File: src/rtl/matrix_scan_ctrl.sv
// Row-pair scan controller for an RGB LED matrix: fetches pixel pairs from the framebuffer,
// shifts them out with OCLK, then blanks, latches and displays each row pair in turn.
module matrix_scan_ctrl #(
  parameter int unsigned COLS      = 32,
  parameter int unsigned ROW_PAIRS = 16,
  parameter int unsigned CLK_DIV   = 4,
  parameter int unsigned BLANK_CYC = 2,
  parameter int unsigned ON_CYC    = 64
) (
  input  logic                                         clk,
  input  logic                                         reset,
  input  logic                                         enable,
  output logic [$clog2(ROW_PAIRS)+$clog2(COLS)-1:0]    pix_addr,
  input  logic [2:0]                                   pix_top,
  input  logic [2:0]                                   pix_bot,
  output logic                                         r1,
  output logic                                         g1,
  output logic                                         b1,
  output logic                                         r2,
  output logic                                         g2,
  output logic                                         b2,
  output logic                                         A,
  output logic                                         B,
  output logic                                         C,
  output logic                                         D,
  output logic                                         LAT,
  output logic                                         OEN,
  output logic                                         OCLK,
  output logic                                         frame_done
);

  localparam int unsigned RowW     = $clog2(ROW_PAIRS);
  localparam int unsigned ColW     = $clog2(COLS);
  localparam int unsigned ShiftCyc = 2 * CLK_DIV;
  localparam int unsigned CntMax0  = (ShiftCyc > BLANK_CYC) ? ShiftCyc : BLANK_CYC;
  localparam int unsigned CntMax   = (CntMax0 > ON_CYC) ? CntMax0 : ON_CYC;
  localparam int unsigned CntW     = $clog2(CntMax + 1);

  typedef enum logic [2:0] {StIdle, StShift, StBlank, StLatch, StDisplay} state_e;

  state_e              state_q, state_d;
  logic [RowW-1:0]     row_q, row_d;
  logic [ColW-1:0]     col_q, col_d;
  logic [CntW-1:0]     cnt_q, cnt_d;
  logic [RowW+ColW-1:0] addr_q, addr_d;
  logic [5:0]          rgb_q, rgb_d;
  logic [3:0]          abcd_q, abcd_d;
  logic                lat_q, lat_d;
  logic                oen_q, oen_d;
  logic                oclk_q, oclk_d;
  logic                fd_q, fd_d;

  always_comb begin
    state_d = state_q;
    row_d   = row_q;
    col_d   = col_q;
    cnt_d   = cnt_q;
    addr_d  = addr_q;
    rgb_d   = rgb_q;
    abcd_d  = abcd_q;
    lat_d   = 1'b0;
    oen_d   = oen_q;
    oclk_d  = 1'b0;
    fd_d    = 1'b0;

    unique case (state_q)
      StIdle: begin
        if (enable) begin
          state_d = StShift;
          col_d   = '0;
          cnt_d   = '0;
        end
      end
      StShift: begin
        // Framebuffer data for this column is valid in the cycle after the address.
        if (cnt_q == CntW'(1)) rgb_d = {pix_top, pix_bot};
        if (cnt_q == CntW'(ShiftCyc - 1)) begin
          cnt_d = '0;
          if (col_q == ColW'(COLS - 1)) begin
            col_d   = '0;
            state_d = StBlank;
          end else begin
            col_d = col_q + ColW'(1);
          end
        end else begin
          cnt_d = cnt_q + CntW'(1);
        end
      end
      StBlank: begin
        if (cnt_q == CntW'(BLANK_CYC - 1)) begin
          cnt_d   = '0;
          state_d = StLatch;
        end else begin
          cnt_d = cnt_q + CntW'(1);
        end
      end
      StLatch: begin
        row_d   = row_q + RowW'(1);
        cnt_d   = '0;
        state_d = StDisplay;
      end
      StDisplay: begin
        if (cnt_q == CntW'(ON_CYC - 1)) begin
          cnt_d   = '0;
          col_d   = '0;
          state_d = enable ? StShift : StIdle;
        end else begin
          cnt_d = cnt_q + CntW'(1);
        end
      end
      default: state_d = StIdle;
    endcase

    // Outputs are registered, so they are decoded from the state being entered.
    case (state_d)
      StShift: begin
        addr_d = {row_d, col_d};
        oclk_d = (cnt_d >= CntW'(CLK_DIV));
        oen_d  = oen_q;
      end
      StLatch: begin
        lat_d  = 1'b1;
        oen_d  = 1'b1;
        abcd_d = 4'(row_q);
        fd_d   = (row_q == RowW'(ROW_PAIRS - 1));
      end
      StDisplay: oen_d = 1'b0;
      default:   oen_d = 1'b1;
    endcase
  end

  always_ff @(posedge clk or negedge reset) begin
    if (!reset) begin
      state_q <= StIdle;
      row_q   <= '0;
      col_q   <= '0;
      cnt_q   <= '0;
      addr_q  <= '0;
      rgb_q   <= '0;
      abcd_q  <= '0;
      lat_q   <= 1'b0;
      oen_q   <= 1'b1;
      oclk_q  <= 1'b0;
      fd_q    <= 1'b0;
    end else begin
      state_q <= state_d;
      row_q   <= row_d;
      col_q   <= col_d;
      cnt_q   <= cnt_d;
      addr_q  <= addr_d;
      rgb_q   <= rgb_d;
      abcd_q  <= abcd_d;
      lat_q   <= lat_d;
      oen_q   <= oen_d;
      oclk_q  <= oclk_d;
      fd_q    <= fd_d;
    end
  end

  assign pix_addr               = addr_q;
  assign {r1, g1, b1, r2, g2, b2} = rgb_q;
  assign {D, C, B, A}           = abcd_q;
  assign LAT                    = lat_q;
  assign OEN                    = oen_q;
  assign OCLK                   = oclk_q;
  assign frame_done             = fd_q;

endmodule
File: config.mk
export PLATFORM = sky130hd
export DESIGN_NAME = matrix_scan_ctrl
export DESIGN_NICKNAME = d
export VERILOG_FILES = /design/src/rtl/matrix_scan_ctrl.sv
export SDC_FILE = /design/constraint.sdc
export NUM_CORES = 1
export LEC_CHECK = 0
export BUFFER_PORTS_ARGS = -buffer_cell sky130_fd_sc_hd__buf_2
export CAP_MARGIN = 10
export CORE_UTILIZATION = 50
export DETAILED_ROUTE_END_ITERATION = 6
export PLACE_DENSITY_LB_ADDON = 0.2
export SLEW_MARGIN = 40
export SYNTH_ARGS = -nofsm -noshare
export SYNTH_HDL_FRONTEND = slang
export SYNTH_SLANG_ARGS = --single-unit
File: constraint.sdc
create_clock -name clk -period 5.3 [get_ports clk]
set_clock_uncertainty 0.1 [all_clocks]
set_input_delay 1.06 -clock clk [delete_from_list [all_inputs] [get_ports clk]]
set_output_delay 1.06 -clock clk [all_outputs]
set_load 0.005 [all_outputs]
==> run metrics, run 1 <==
crit path capture type flip-flop; synth top area cells dfrtp_1 49%, mux2_2 5.9%, nor2_1 3.7%; # DRC 0; Slew headroom 0.622; Slowest-stage cell, CP dfrtp_1; first-pass GRT wire length 6.89 mm; R2R Path End OCLK; setup TNS 0 ns; Worst Hold Depth 2; Inserted Diodes 0; Hold Path Origin pix_addr[3]; CTS Buffer Depth 2; Slew Limit Fails 0; wire per inst 14.7 µm; static leakage 1.09 nW; Largest delay share family, worst path compound AO/OA/AOI/OAI gates; H-tree Lvls 2; CTS resizes 0; Die Span Y 67.0 µm; post-route ant nets 0; final hold vios 0; crit path time final 2.43 ns; Initial Util 0.525; max incr delay on CP 0.52 ns; fin crit share 0.458; Die W 67.0 µm; Post-CTS Setup Inserts 0; maxcap violations 0; Yosys top cell by area dfrtp_1; Psw 0.119 mW; status finished, final reports clean; filler cell count 366; post-synthesis cell area 2110 µm²; largest net degree at the start of global routing 43; worst-path cell chain o21ai_0 -> or3b_2 -> mux2_2 -> o31ai_1 -> a31oi_1; commonest cells after routing, fill and taps aside 41 x dfrtp_1, 30 x buf_2, 21 x nor2_1, 17 x nand2_1, 14 x o21ai_0; vias in the first global route 1,478; Arr. time, crit path 2.48 ns; Detail Placement HPWL 2.89 mm; Placer Congestion 0.831; share of post-route cells with drive strength above 1 0.270; number of clock sinks 42; register area share after synthesis 0.498; Syn Nets 217; initial antenna violation count 0; Worst Setup Start Kind flip-flop; nets@finish 244; Core Area 4030 µm²; total CTS buffers 5; Root Buffer clkbuf_8; Yosys top cell area share 0.485; via count 1,589; Combinational Power Share 0.024; Worst EP required 5.35 ns; initial DRC count 100; Worst R2R Setup Slack 2.87 ns; sequential power share 0.551; vias per cell 5.68; switching portion of total power 0.202; peak supply drop 0.000186 V; PortBufs 31; Max FO, Critical Path 13; Netlist cell types 43; RSZ-0062 raised after global routing false; Hold Crit Class reg -> reg; I/O pin count 32; die area 4490 µm²; clock latency on the worst-skew pair 0.29 ns; Slew @ Worst Pin 0.565 ns; Yosys reg bits 42; CTS tree done; pwr dens 246 nW/µm²; WS Path Type reg -> reg; CP Buf/Inv Count 0; total global routing overflow 0; commonest non-fill, non-tap cell in the layout dfrtp_1; routed wire length 4.11 mm; Pint 0.469 mW; TritonRoute pass-1 iters 5; FF-to-FF Start state_q[1]; R2R depth 5; power share of the clock group 0.425; synth warn 0; hold_buf cts 0; GRT Util Overall 0.210; fmax 412 MHz; final setup violation count 0; Layout area overhead 12.8%; Post-Syn Instances 202; Worst-path clk slew 0.08 ns; final core occ 0.592; Hold Path Sink pix_addr[3]; num rows 23; mean post-synth cell area 10.5 µm²
[synthesized netlist by cell type (all sizes together)]
cell type,instances
xor2,4
inv,4
nor2,21
nor4,1
nand2,17
o211ai,3
a22o,2
a41o,1
ha,6
a21oi,8
and3,2
nand2b,6
nand3,8
buf,4
clkbuf,7
mux2i,1
o21ai,14
a41oi,1
a21o,2
o21bai,2
nand4,2
or3,1
o31ai,3
mux2,15
dfrtp,41
nor2b,3
nand4b,2
or4,3
and4,1
nor3,3
or3b,2
a22oi,2
a211o,1
dfstp,1
a31oi,3
xnor2,2
a31o,1
nand3b,1
a32oi,1
[metrics by stage]
step	area [µm²]	instances	hold WS, ns	power (mW)	worst slack (ns)
after detailed placement	2280	272	0.374	0.345	2.88
after floorplan	2110	202	0.373	0.332	3.01
after global routing	2390	280	0.425	0.609	2.74
final	2390	280	0.388	0.587	2.87
after CTS	2390	280	0.392	0.596	2.91
after global placement	2270	272	0.365	0.344	2.93
[worst max-delay path by stage]
stage | slack (ns) | end | depth (start not counted) | from
floorplan | 3.01 | abcd_q[0] | 6 | cnt_q[3]
global route | 2.74 | OCLK | 5 | state_q[1]
detailed placement | 2.88 | OCLK | 5 | enable
global placement | 2.93 | OCLK | 6 | enable
finish | 2.87 | OCLK | 5 | state_q[1]
CTS | 2.91 | OCLK | 5 | state_q[1]
[worst min-delay path, delay by kind of cell, from the launching register on]
kind / cells / cell delay [ns]
flops: 1 / 0.35
compound gates: 1 / 0.06
simple gates: 1 / 0.05
[power groups by stage]
stage | Combinational [mW] | Sequential, mW | Clock (mW)
5_1_grt | 0.0164 | 0.324 | 0.269
3_5_place_dp | 0.0147 | 0.330 | 0
4_1_cts | 0.0147 | 0.324 | 0.258
3_3_place_gp | 0.0142 | 0.330 | 0
6_report | 0.0140 | 0.324 | 0.250
2_1_floorplan | 0.00220 | 0.330 | 0
[cell type report]
type | count | area (µm²) | share of cell area
multi-input combinational | 145 | 988 | 0.414
timing repair buffer | 31 | 158 | 0.0661
tap | 50 | 62.6 | 0.0262
inverter | 4 | 15.0 | 0.00629
clock inverter | 2 | 37.5 | 0.0157
sequential | 42 | 1050 | 0.441
clock buffer | 6 | 72.6 | 0.0304
[cells by family (layout without fill, tap and decap cells)]
family,Yosys count,after routing,share of synthesized area
compound gates,44,44,0.136
xor+xnor,6,6,0.0249
fa+ha+maj,6,6,0.0355
buf+inv,15,43,0.0379
flops,42,42,0.498
mux,16,16,0.0917
simple gates,73,73,0.177
[state kept, by name (all words and copies together) (netlist names)]
signal and count:
frame_done 1, cnt_q 7, pix_addr 9, LAT 1, OCLK 1, col_q 5, rgb_q 6, abcd_q 4
row_q 4, OEN 1, state_q 3
[routing by layer]
layer	global-route usage	wire (µm)
met1	0.286	1980
met2	0.316	1870
met3	0.0445	204
met4	0.0931	56
met5	0	0
Power figures use the tool's default switching activity.
==> run 2, diff against run 1 <==
Clock period 5.3 ns to 2.3 ns, I/O delays scaled along.
==> run 2 against run 1 <==
Net effect: setup slack got worse by 2.7 ns; critical endpoint is now pix_addr[8]; die area unchanged; clock power grew 130%; via count rose by 3.5%; routed wire length up 7.1%; maximum frequency rose by 12%; first-iteration DRC count up 10%; register-to-register slack got worse by 2.7 ns; cell area rose by 4.2%.
==> run metrics, run 2 (synthesis gave the netlist of run 1 again) <==
crit path capture type flip-flop; M1 GR Usage 0.286; initial antenna violation count 0; Largest register FFs 9; crit path time final 2.16 ns; vias per cell 5.59; commonest non-fill, non-tap cell in the layout dfrtp_1; CTS Buffer Depth 2; # DRC 0; FF-to-FF Start col_q[0]; num rows 23; peak supply drop 0.000365 V; R2R Path End pix_addr[8]; Arr. time, crit path 2.24 ns; Worst Setup Start Kind flip-flop; power share of the clock group 0.424; Worst EP required 2.38 ns; final hold vios 0; maxcap violations 0; share of post-route cells with drive strength above 1 0.316; total CTS buffers 5; Final Cell Area 2490 µm²; Hold Crit Class in -> async; area post-placement 2370 µm²; I/O pin count 32; Combinational Power Share 0.025; Slew Limit Fails 0; via count 1,644; status finished, final reports clean; TritonRoute pass-1 iters 4; Psw 0.273 mW; clock latency on the worst-skew pair 0.29 ns; switching portion of total power 0.202; Root Buffer clkbuf_8; initial DRC count 110; GRT Util Overall 0.211; Worst R2R Setup Slack 0.14 ns; Max FO, Critical Path 6; total global routing overflow 0; sequential power share 0.551; PortBufs 31; die area 4490 µm²; fmax 463 MHz; final setup violation count 0; final core occ 0.617; WS Path Type reg -> reg; CTS resizes 0; vias in the first global route 1,491; static leakage 1.15 nW; CTS tree done; Slew headroom 0.645; Placer Congestion 0.808; post-route ant nets 0; met2 Track Usage GR 0.338; hold_buf cts 0; Core Area 4030 µm²; filler cell count 360; fin crit share 0.938; register area 1050 µm²; Post-CTS Setup Inserts 0; Detail Placement HPWL 3.15 mm; Pint 1.08 mW; setup TNS 0 ns; wire per inst 15.0 µm; pwr dens 544 nW/µm²; GR peak layer met2; Worst-path clk slew 0.08 ns; R2R depth 6; routed wire length 4.40 mm; Slew @ Worst Pin 0.533 ns; RSZ-0062 raised after global routing false; Layout area overhead 17.6%; M3 GR Usage 0.0565; commonest cells after routing, fill and taps aside 40 x dfrtp_1, 31 x buf_2, 21 x nor2_1, 17 x nand2_1; H-tree Lvls 2; Die W 67.0 µm; Die Span Y 67.0 µm; number of clock sinks 42; Initial Util 0.525; Multi-input gate area 985 µm²; nets@finish 258; first-pass GRT wire length 7.04 mm; Inserted Diodes 0; Fin Hold WS 0.124 ns; largest net degree at the start of global routing 43
## run 2: cell types whose count changed in the layout (fill, tap and decap cells not counted)
cell / change
a31oi_2: -1
ha_1: -1
buf_2: +1
a31oi_1: +1
ha_2: +1
dfrtp_1: -1
dfrtp_2: +1
buf_4: +13
## run 2: per-layer routing
metal  share of wire  up-vias  routed length [µm]
li1                -      806                   -
met1            0.49      801                2160
met2            0.47       35                2060
met3           0.039        2                 171
met4          0.0018        0                   8
met5               0        -                   0
## run 2: how the worst max path moves through the flow
stage / slack [ns] / startpoint / endpoint / depth (start not counted)
finish: 0.14 / col_q[0] / pix_addr[8] / 6
global route: 0.03 / state_q[0] / pix_addr[4] / 5
CTS: 0.09 / cnt_q[1] / OCLK / 6
detailed placement: 0.11 / cnt_q[1] / OCLK / 6
global placement: 0.20 / cnt_q[1] / OCLK / 6
floorplan: 0.01 / cnt_q[3] / abcd_q[0] / 6
## run 2: final cells by class
| type | count | area share |
|---|---|---|
| inverters | 4 | 0.00604 |
| flip-flops and latches | 42 | 0.424 |
| well taps | 50 | 0.0252 |
| clock buffers | 6 | 0.0292 |
| clock inverters | 2 | 0.0151 |
| multi-input cells | 145 | 0.396 |
| repair buffers | 45 | 0.105 |
## run 2: metrics by stage
step           power (mW)  setup slack, ns  cells
3_5_place_dp        0.795            0.108    286
4_1_cts              1.37           0.0922    294
2_1_floorplan       0.766           0.0135    202
3_3_place_gp        0.795            0.197    286
5_1_grt              1.41           0.0333    294
6_report             1.35            0.142    294
## run 2: power groups by stage
| stage | clock network, mW | logic [mW] | registers, mW |
|---|---|---|---|
| 4_1_cts | 0.594 | 0.0351 | 0.745 |
| 2_1_floorplan | 0 | 0.00507 | 0.761 |
| 3_3_place_gp | 0 | 0.0347 | 0.760 |
| 6_report | 0.575 | 0.0337 | 0.745 |
| 3_5_place_dp | 0 | 0.0350 | 0.760 |
| 5_1_grt | 0.626 | 0.0388 | 0.746 |
## run 2: worst max-delay path: stages, from the launching register on
cell,delay (ns)
dfrtp_1,0.43
ha_1,0.24
and3_1,0.18
ha_1,0.24
a41oi_1,0.27
a31o_2,0.23
mux2_2,0.35
